===== config.mk =====
export PLATFORM = sky130hd
export DESIGN_NAME = axi_burst_master
export DESIGN_NICKNAME = d
export VERILOG_FILES = /design/src/rtl/axi_burst_master.sv
export SDC_FILE = /design/constraint.sdc
export NUM_CORES = 1
export LEC_CHECK = 0
export CAP_MARGIN = 5
export CORE_ASPECT_RATIO = 0.75
export CORE_MARGIN = 2
export CORE_UTILIZATION = 41
export DETAILED_ROUTE_END_ITERATION = 12
export PLACE_DENSITY = 0.82
export SLEW_MARGIN = 15
export SYNTH_ARGS = -nofsm -noshare
export SYNTH_HDL_FRONTEND = slang
export SYNTH_SLANG_ARGS = --single-unit
export TNS_END_PERCENT = 1

===== constraint.sdc =====
create_clock -name aclk -period 2.55 [get_ports aclk]
set_input_delay 0.51 -clock aclk [delete_from_list [all_inputs] [get_ports aclk]]
set_output_delay 0.51 -clock aclk [all_outputs]
set_load 0.01 [all_outputs]

===== src/rtl/axi_burst_master.sv =====
`default_nettype none
// ============================================================================
// Module      : axi_burst_master
// Description : AXI initiator; turns one host command into an INCR write or
//               read burst and reports done/err/resp per transaction.
//               Optional stall timeout: define AXI_MASTER_TIMEOUT_EN.
// Revision    : 1.0 - initial release
// ============================================================================
module axi_burst_master #(
  parameter int DATA_W      = 32,
  parameter int ADDR_W      = 32,
  parameter int TIMEOUT_CYC = 256
) (
  input  logic              aclk,
  input  logic              areset,
  input  logic              cmd_valid,
  output logic              cmd_ready,
  input  logic              cmd_write,
  input  logic [ADDR_W-1:0] cmd_addr,
  input  logic [7:0]        cmd_len,
  input  logic [DATA_W-1:0] wd_in,
  input  logic              wd_in_valid,
  output logic              wd_in_ready,
  output logic [DATA_W-1:0] rd_out,
  output logic              rd_out_valid,
  output logic              done,
  output logic              err,
  output logic [1:0]        resp_out,
  output logic [ADDR_W-1:0] awaddr,
  output logic [7:0]        awlen,
  output logic              awvalid,
  input  logic              awready,
  output logic [DATA_W-1:0] wdata,
  output logic              wlast,
  output logic              wvalid,
  input  logic              wready,
  input  logic [1:0]        bresp,
  input  logic              bvalid,
  output logic              bready,
  output logic [ADDR_W-1:0] araddr,
  output logic [7:0]        arlen,
  output logic              arvalid,
  input  logic              arready,
  input  logic [DATA_W-1:0] rdata,
  input  logic [1:0]        rresp,
  input  logic              rlast,
  input  logic              rvalid,
  output logic              rready
);

  typedef enum logic [2:0] {
    S_IDLE = 3'd0,
    S_AW   = 3'd1,
    S_W    = 3'd2,
    S_B    = 3'd3,
    S_AR   = 3'd4,
    S_R    = 3'd5,
    S_DONE = 3'd6
  } state_t;

  state_t     r_state;
  logic [7:0] r_len;
  logic [7:0] r_cnt;

  logic       w_in_w;
  logic       w_wfire;
  logic       w_last_cnt;
  logic [1:0] w_bresp_max;
  logic [1:0] w_rresp_max;
  logic       w_timeout;

  assign w_in_w      = (r_state == S_W);
  assign w_wfire     = w_in_w && wd_in_valid && wready;
  assign w_last_cnt  = (r_cnt == r_len);
  assign w_bresp_max = (bresp > resp_out) ? bresp : resp_out;
  assign w_rresp_max = (rresp > resp_out) ? rresp : resp_out;

  // Write data is a straight pass-through of the host stream while in W.
  assign wvalid      = w_in_w && wd_in_valid;
  assign wd_in_ready = w_in_w && wready;
  assign wdata       = w_in_w ? wd_in : '0;
  assign wlast       = w_in_w && w_last_cnt;

`ifdef AXI_MASTER_TIMEOUT_EN
  localparam int c_stall_w = $clog2(TIMEOUT_CYC + 1);

  logic [c_stall_w-1:0] r_stall;
  logic                 w_busy;
  logic                 w_fire;

  assign w_busy = (r_state != S_IDLE) && (r_state != S_DONE);
  assign w_fire = (awvalid && awready) || w_wfire || (bvalid && bready) ||
                  (arvalid && arready) || (rvalid && rready);
  assign w_timeout = w_busy && !w_fire &&
                     (r_stall == c_stall_w'(TIMEOUT_CYC - 1));

  always_ff @(posedge aclk) begin
    if (areset || !w_busy || w_fire) begin
      r_stall <= '0;
    end else begin
      r_stall <= r_stall + 1'b1;
    end
  end
`else
  assign w_timeout = 1'b0;
`endif

  always_ff @(posedge aclk) begin
    if (areset) begin
      r_state      <= S_IDLE;
      r_len        <= '0;
      r_cnt        <= '0;
      cmd_ready    <= 1'b1;
      awaddr       <= '0;
      awlen        <= '0;
      awvalid      <= 1'b0;
      bready       <= 1'b0;
      araddr       <= '0;
      arlen        <= '0;
      arvalid      <= 1'b0;
      rready       <= 1'b0;
      rd_out       <= '0;
      rd_out_valid <= 1'b0;
      done         <= 1'b0;
      err          <= 1'b0;
      resp_out     <= 2'b00;
    end else begin
      rd_out_valid <= 1'b0;
      done         <= 1'b0;
      if (w_timeout) begin
        awvalid  <= 1'b0;
        arvalid  <= 1'b0;
        bready   <= 1'b0;
        rready   <= 1'b0;
        resp_out <= 2'b10;
        err      <= 1'b1;
        done     <= 1'b1;
        r_state  <= S_DONE;
      end else begin
        case (r_state)
          S_IDLE: begin
            if (cmd_valid) begin
              cmd_ready <= 1'b0;
              r_len     <= cmd_len;
              r_cnt     <= '0;
              resp_out  <= 2'b00;
              err       <= 1'b0;
              if (cmd_write) begin
                awaddr  <= cmd_addr;
                awlen   <= cmd_len;
                awvalid <= 1'b1;
                r_state <= S_AW;
              end else begin
                araddr  <= cmd_addr;
                arlen   <= cmd_len;
                arvalid <= 1'b1;
                r_state <= S_AR;
              end
            end
          end
          S_AW: begin
            if (awready) begin
              awvalid <= 1'b0;
              r_state <= S_W;
            end
          end
          S_W: begin
            if (w_wfire) begin
              if (w_last_cnt) begin
                bready  <= 1'b1;
                r_state <= S_B;
              end else begin
                r_cnt <= r_cnt + 8'd1;
              end
            end
          end
          S_B: begin
            if (bvalid) begin
              bready   <= 1'b0;
              resp_out <= w_bresp_max;
              err      <= (w_bresp_max != 2'b00);
              done     <= 1'b1;
              r_state  <= S_DONE;
            end
          end
          S_AR: begin
            if (arready) begin
              arvalid <= 1'b0;
              rready  <= 1'b1;
              r_state <= S_R;
            end
          end
          S_R: begin
            if (rvalid) begin
              rd_out       <= rdata;
              rd_out_valid <= 1'b1;
              resp_out     <= w_rresp_max;
              // Burst closes on whichever of rlast / final count comes first;
              // any disagreement between the two is a protocol error.
              if (rlast || w_last_cnt) begin
                rready  <= 1'b0;
                err     <= (rlast != w_last_cnt) || (w_rresp_max != 2'b00);
                done    <= 1'b1;
                r_state <= S_DONE;
              end else begin
                r_cnt <= r_cnt + 8'd1;
              end
            end
          end
          S_DONE: begin
            err       <= 1'b0;
            cmd_ready <= 1'b1;
            r_state   <= S_IDLE;
          end
          default: r_state <= S_IDLE;
        endcase
      end
    end
  end

endmodule
`default_nettype wire


==> flow_metrics.py <==
metrics = {
    "synth": {
        "synthFlopType": "dfxtp_1",
        "yosysWarnings": 0,
        "synthXorXnorAreaFrac_pct": 1.34,
        "synth_compound_area_share_pct": 16.3,
        "synth_edf_count": 0,
        "synthesis.area_mm2": 0.00586,
        "syn-num-nets": 870,
        "synthMuxAreaShare_pct": 0.341,
        "async_flop_share_pct": 0,
        "synthTopCellsByArea": "dfxtp_1, nand2_1, a21oi_1, and2_1, clkbuf_1",
        "synth_top_area_share_pct": 48.1,
        "synthAdderAreaFrac_pct": 1.71,
        "yosys.area.top_type": "dfxtp_1",
        "synth-seq-cells": 141,
        "synth.distinct_cells": 56,
        "yosysSeqAreaShare_pct": 48.1,
        "syn_area_per_cell_um2": 7.89,
        "synthesis.instances": 743,
        "synth_top_family_by_area": "simple AND/OR/NAND/NOR gates",
        "synthSimpleGateAreaFrac_pct": 26.8,
    },
    "die": {
        "die_w_um": 142,
        "core_mm2": 0.0138,
        "die_h_um": 108,
        "pin_count": 276,
        "dieArea_mm2": 0.0153,
        "start_util_pct": 42.4,
        "rows": 37,
    },
    "global_routing": {
        "grt_use_total_pct": 22.8,
        "antenna_found_initial": 0,
        "grt_overflow_total": 0,
        "grt_pass1_vias": 5504,
        "grt_max_degree": 79,
        "grt_pass1_wl_um": 27900,
    },
    "layout": {
        "layout.nets": 1135,
        "fill_cells": 1156,
        "layout.area.seq_mm2": 0.00282,
        "antenna_cells": 0,
        "multiInputGateArea_mm2": 0.00273,
        "layout-drive-gt1-share_pct": 6.07,
        "area_growth_pct": 59.8,
    },
    "detailed_routing": {
        "top_layer_used": "met4",
        "drtAntennaViolNets": 0,
        "wl_um": 18000,
        "wire_per_inst_um": 15.0,
        "viasPerCell": 5.04,
        "route.met3.wl_um": 1340,
        "met1_length_um": 8170,
        "via_count": 6028,
        "routed-wl-met2_um": 8280,
        "firstDrtPassIters": 5,
        "drc": 0,
        "drt_iter0_drc": 368,
    },
    "sta": {
        "timing.slew.headroom_pct": 44.0,
        "fmax_mhz": 408,
        "hold_viol": 0,
        "timing.final.crit_share_pct": 96.1,
        "finalSetupViolations": 0,
        "min_period_ns": 2.45,
        "worstMarginPinSlew_ns": 0.839,
        "skew_ns": 0.00642,
        "fin_hold_ws_ns": 0.452,
        "drv_slew": 0,
        "rsz0062_at_grt": "no",
        "tns_ns": 0,
    },
    "power": {
        "combPwrFrac_pct": 31.8,
        "power_frac_seq_pct": 35.4,
        "p_leak_uw": 0.00344,
        "internal_power_uw": 5040,
        "ir_drop_mv": 0.569,
        "p_per_area_mw_per_mm2": 780,
        "clock_power_share_pct": 32.8,
        "swShare_pct": 31.0,
        "netSwitchingPower_uw": 2270,
    },
    "clock_network": {
        "cts_tree": "yes",
        "clock_latency_ns": 0.40,
        "clk_pin_slew_ns": 0.06,
        "cts_buffers": 17,
        "cts_root_buf": "clkbuf_16",
        "cts_htree_levels": 4,
        "cts_buffer_depth": 2,
        "cts.sinks": 141,
        "ctsHoldBuffers": 0,
    },
    "setup_path": {
        "required_ns": 2.04,
        "startpoint_type": "flop",
        "crit_type": "flop to primary output",
        "path_max_fanout": 4,
        "endpoint_kind": "primary output",
        "worstPathArrival_ns": 1.94,
    },
    "placement": {
        "dp_hpwl_um": 12900,
        "portBuffers": 275,
        "gp_congestion": 0.865,
    },
    "min_path": {
        "holdCritPathClass": "flop to flop",
    },
    "run": {
        "drv_cap": 0,
    },
    "outcome": {
        "status": "finished clean",
    },
}
-- worst paths after layout --
kind                                 end  slack (ns)                    from  cells after the start
hold / removal    araddr[7]$_SDFFE_PP0P_        0.45  araddr[7]$_SDFFE_PP0P_                      2
setup / recovery                   wlast         0.1   r_cnt[1]$_SDFFE_PP0P_                      5
setup reg to reg   r_cnt[4]$_SDFFE_PP0P_        0.39   r_cnt[1]$_SDFFE_PP0P_                      7
hold reg to reg   araddr[7]$_SDFFE_PP0P_        0.45  araddr[7]$_SDFFE_PP0P_                      2
-- cells in the final DEF, fill, tap and decap left out, types with 4 or more instances in the layout --
| master | count |
|---|---|
| inv_1 | 11 |
| and2_1 | 37 |
| nand3_1 | 12 |
| nand2b_1 | 5 |
| ha_1 | 8 |
| clkdlybuf4s50_1 | 273 |
| buf_12 | 5 |
| buf_4 | 18 |
| dfxtp_1 | 141 |
| xor2_1 | 9 |
| clkbuf_16 | 17 |
| and3_1 | 4 |
| o22ai_1 | 4 |
| o21ai_0 | 6 |
| o32a_1 | 4 |
| nand2_1 | 252 |
| nor2_1 | 12 |
| a21oi_1 | 133 |
| nor3_1 | 5 |
| nor3b_1 | 4 |
-- cell usage after synthesis (3+ instances only) --
| cell | n |
|---|---|
| nor3b_1 | 4 |
| clkbuf_1 | 28 |
| buf_4 | 4 |
| ha_1 | 8 |
| buf_6 | 6 |
| nor3_1 | 5 |
| o22ai_1 | 4 |
| xor2_1 | 9 |
| nor2_1 | 12 |
| o21ai_0 | 6 |
| and2_1 | 37 |
| dfxtp_1 | 141 |
| a21oi_1 | 133 |
| and3_1 | 4 |
| nand2_1 | 252 |
| nand2b_1 | 5 |
| nand3_1 | 12 |
| buf_2 | 12 |
| inv_1 | 11 |
| o32a_1 | 4 |
| nor2b_1 | 3 |
-- routing by layer --
metal	vias up	track usage, %
met4	0	6.00
met2	204	36.3
met3	16	7.07
met5	-	0
li1	2995	-
met1	2813	30.1
-- registers in the layout, summed over array words and instances (netlist names), 2 cells and up --
signal and cells:
awaddr 32, araddr 32, awlen 8, resp_out 2, arlen 8, r_state 3
rd_out 32, r_cnt 8, r_len 8
-- stage by stage --
| stage | util, % | total power (uW) | worst slack [ns] | instances | area (um^2) |
|---|---|---|---|---|---|
| after floorplan | - | 3880 | 0.487 | 743 | 5860 |
| after global placement | 63.5 | 4900 | 0.117 | 1162 | 8780 |
| after global routing | 67.7 | 7700 | 0.00426 | 1196 | 9370 |
| after CTS | 67.7 | 7370 | 0.0555 | 1196 | 9370 |
| after detailed placement | 63.5 | 4930 | 0.0779 | 1162 | 8780 |
| final | 67.7 | 7310 | 0.0993 | 1196 | 9370 |
-- critical path, cell delays in order, from the launching register on --
cell and delay (ns):
dfxtp_1 0.34, xor2_1 0.18, nor4_2 0.36, nand2_1 0.16
nor3_1 0.18, dlygate4sd2_1 0.32
-- power groups by stage --
stage               combinational, uW  sequential (uW)  clock [uW]
finish                           2330             2590        2400
global route                     2530             2610        2550
CTS                              2330             2590        2450
detailed placement               2290             2640           0
global placement                 2270             2630           0
floorplan                        1170             2700           0
-- repair_timing --
item                                   in CTS  in global routing
setup endpoints to repair                   1                  1
pin swaps                                   2                  1
setup buffers                               2                  0
gates resized for setup                     1                  0
endpoints found under the hold margin       0                  0
-- cell families after synthesis --
group,count (synthesis)
AOI/OAI and AO/OA,170
xor gates and xnor gates,9
adders and majority gates,8
buffers and inverters,63
DFF,141
muxes,2
and+or+nand+nor,350
-- cell type report --
cell class              count  share of cell area, %
flip-flops and latches    141                   30.1
clock inverters            13                   1.51
repair buffers            297                   31.8
clock buffers              19                   4.62
well taps                 175                   2.34
inverters                  12                  0.481
multi-input cells         539                   29.2
Power figures use the tool's default switching activity.
==> edit, RTL diff (same flow settings) <==
The 7 states of `state_t` get a one-hot encoding in 7 bits.
--- a/src/rtl/axi_burst_master.sv
+++ b/src/rtl/axi_burst_master.sv
@@ -48,14 +48,14 @@
   output logic              rready
 );
 
-  typedef enum logic [2:0] {
-    S_IDLE = 3'd0,
-    S_AW   = 3'd1,
-    S_W    = 3'd2,
-    S_B    = 3'd3,
-    S_AR   = 3'd4,
-    S_R    = 3'd5,
-    S_DONE = 3'd6
+  typedef enum logic [6:0] {
+    S_IDLE = 7'b0000001,
+    S_AW   = 7'b0000010,
+    S_W    = 7'b0000100,
+    S_B    = 7'b0001000,
+    S_AR   = 7'b0010000,
+    S_R    = 7'b0100000,
+    S_DONE = 7'b1000000
   } state_t;
 
   state_t     r_state;
Behaviour: same outputs for any inputs over 4 cycles, from zero or initial values and one cycle with areset high; so few cycles prove little.
==> edit against the unedited design <==
  * Worst setup slack got worse by 40 ps
  * Final cell count is 4.6% higher
  * Utilization hardly changed
  * Design area increased by 5.4%
  * Routed wire length up 6.9%
  * Area after synthesis is 5.7% higher
  * Global-route usage is 0.88 points higher
  * Clock skew rose by 2.7 ps
  * Sequential cell count is 4 higher
Power is not compared: it rests on default switching activity, and its combinational part moved more than twofold at a synthesized area within 25%.
==> edit: results (changes against the unedited design) <==
Outcome
  • Status: completed

Synth
  • Post-synthesis cell type count: 63 (+13%)
  • Sequential fraction of the synthesis area: 0.468 (-0.0130)
  • Top cells by count, synth: nand2_1, dfxtp_1, a21oi_1
  • Register bit count reported by yosys: 145 (+2.8%)
  • Synth Instances: 764 (+2.8%)
  • Synth area leaders: dfxtp_1, nand2_1, a21oi_1
  • Mapped Nets: 891 (+2.4%)

Finish
  • Fraction of area in multi-input gates: 0.305 (+0.0135)
  • Share of layout cells above drive strength 1: 0.0828 (+0.0221)
  • Nonclk inv count: 14 (+2)
  • Non-clock buffering overhead: 0.307 (-0.0104)
  • Sequential fraction of total cell area: 0.294 (-0.00700)
  • Post-layout util: 0.677 (about the same)
  • Nets: 1165 (+2.6%)
  • Fillers: 1212 (+4.8%)

Critical path
  • Worst r2r path cells: 9 (+2)
  • Largest fanout on the critical path: 17 (+13)

Timing
  • Least-Margin Pin Slew: 515 ps (-325 ps)
  • Max Clock Skew: 9.12 ps (+2.70 ps)

Placed design
  • DP Wirelength: 13.8 mm (+7.4%)
  • Cell Area, Placed: 0.00922 mm^2 (+5.0%)
  • Placer Congestion: 0.897 (+3.7%)

Die
  • Die area: 0.0161 mm^2 (+5.5%)

Global routing
  • GR Util All Layers: 0.237 (+0.00880)

Route
  • Initial drt markers: 398 (+8.2%)
  • Wirelength per Cell: 15.4 um (+2.2%)
[edit: cell count changes after synthesis, sizes merged, moves of 7 or more]
cell,before,now
o211ai,1,8
nor2,14,26
nand2,252,242
a21oi,134,120
mux2i,2,10
xor2,9,2
xnor2,0,8
[edit: power breakdown]
group          total (mW)  leakage, nW  switching, mW  internal [mW]
clock network        2.60        0.293           1.01           1.59
registers            2.43         1.18         0.0611           2.37
logic                1.04         2.31          0.504          0.534
total                6.07         3.78           1.58           4.49
[edit: final timing paths]
path / slack [ps] / to / start
hold / removal: 450 / rd_out[0] / rd_out[0]
setup reg to reg: 170 / r_cnt[4] / r_cnt[6]
setup / recovery: 60 / wdata[4] / r_state[6]
hold reg to reg: 450 / rd_out[0] / rd_out[0]
[edit: worst max-delay path: cells and delay by family (launching register included)]
family	cells	cell delay, ps
flip-flops	1	380
AND/OR/NAND/NOR	3	630
buffers and inverters	3	560
[edit: kinds of logic (layout without fill, tap and decap cells)]
logic type	after synthesis	after routing	synth area share
simple gates	358	358	0.273
compound gates	167	167	0.163
mux	10	10	0.0162
xor+xnor	10	10	0.0141
buf+inv	66	353	0.0491
flops	145	145	0.468
fa+ha+maj	8	8	0.0162
[edit: timing repair]
| item | 4_1_cts | 5_1_grt |
|---|---|---|
| cloned | 0 | 1 |
| setup endpoints to repair | 35 | 5 |
| resized for setup | 35 | 16 |
| buffers inserted | 0 | 2 |
| pin swaps | 2 | 2 |
[edit: metal layers]
metal  GRT usage  vias up  wire (um)
met5           0        -          0
met4      0.0725        0        290
met1       0.304     2925       8400
met2       0.380      225       9020
met3      0.0748       26       1520
li1            -     3115          -
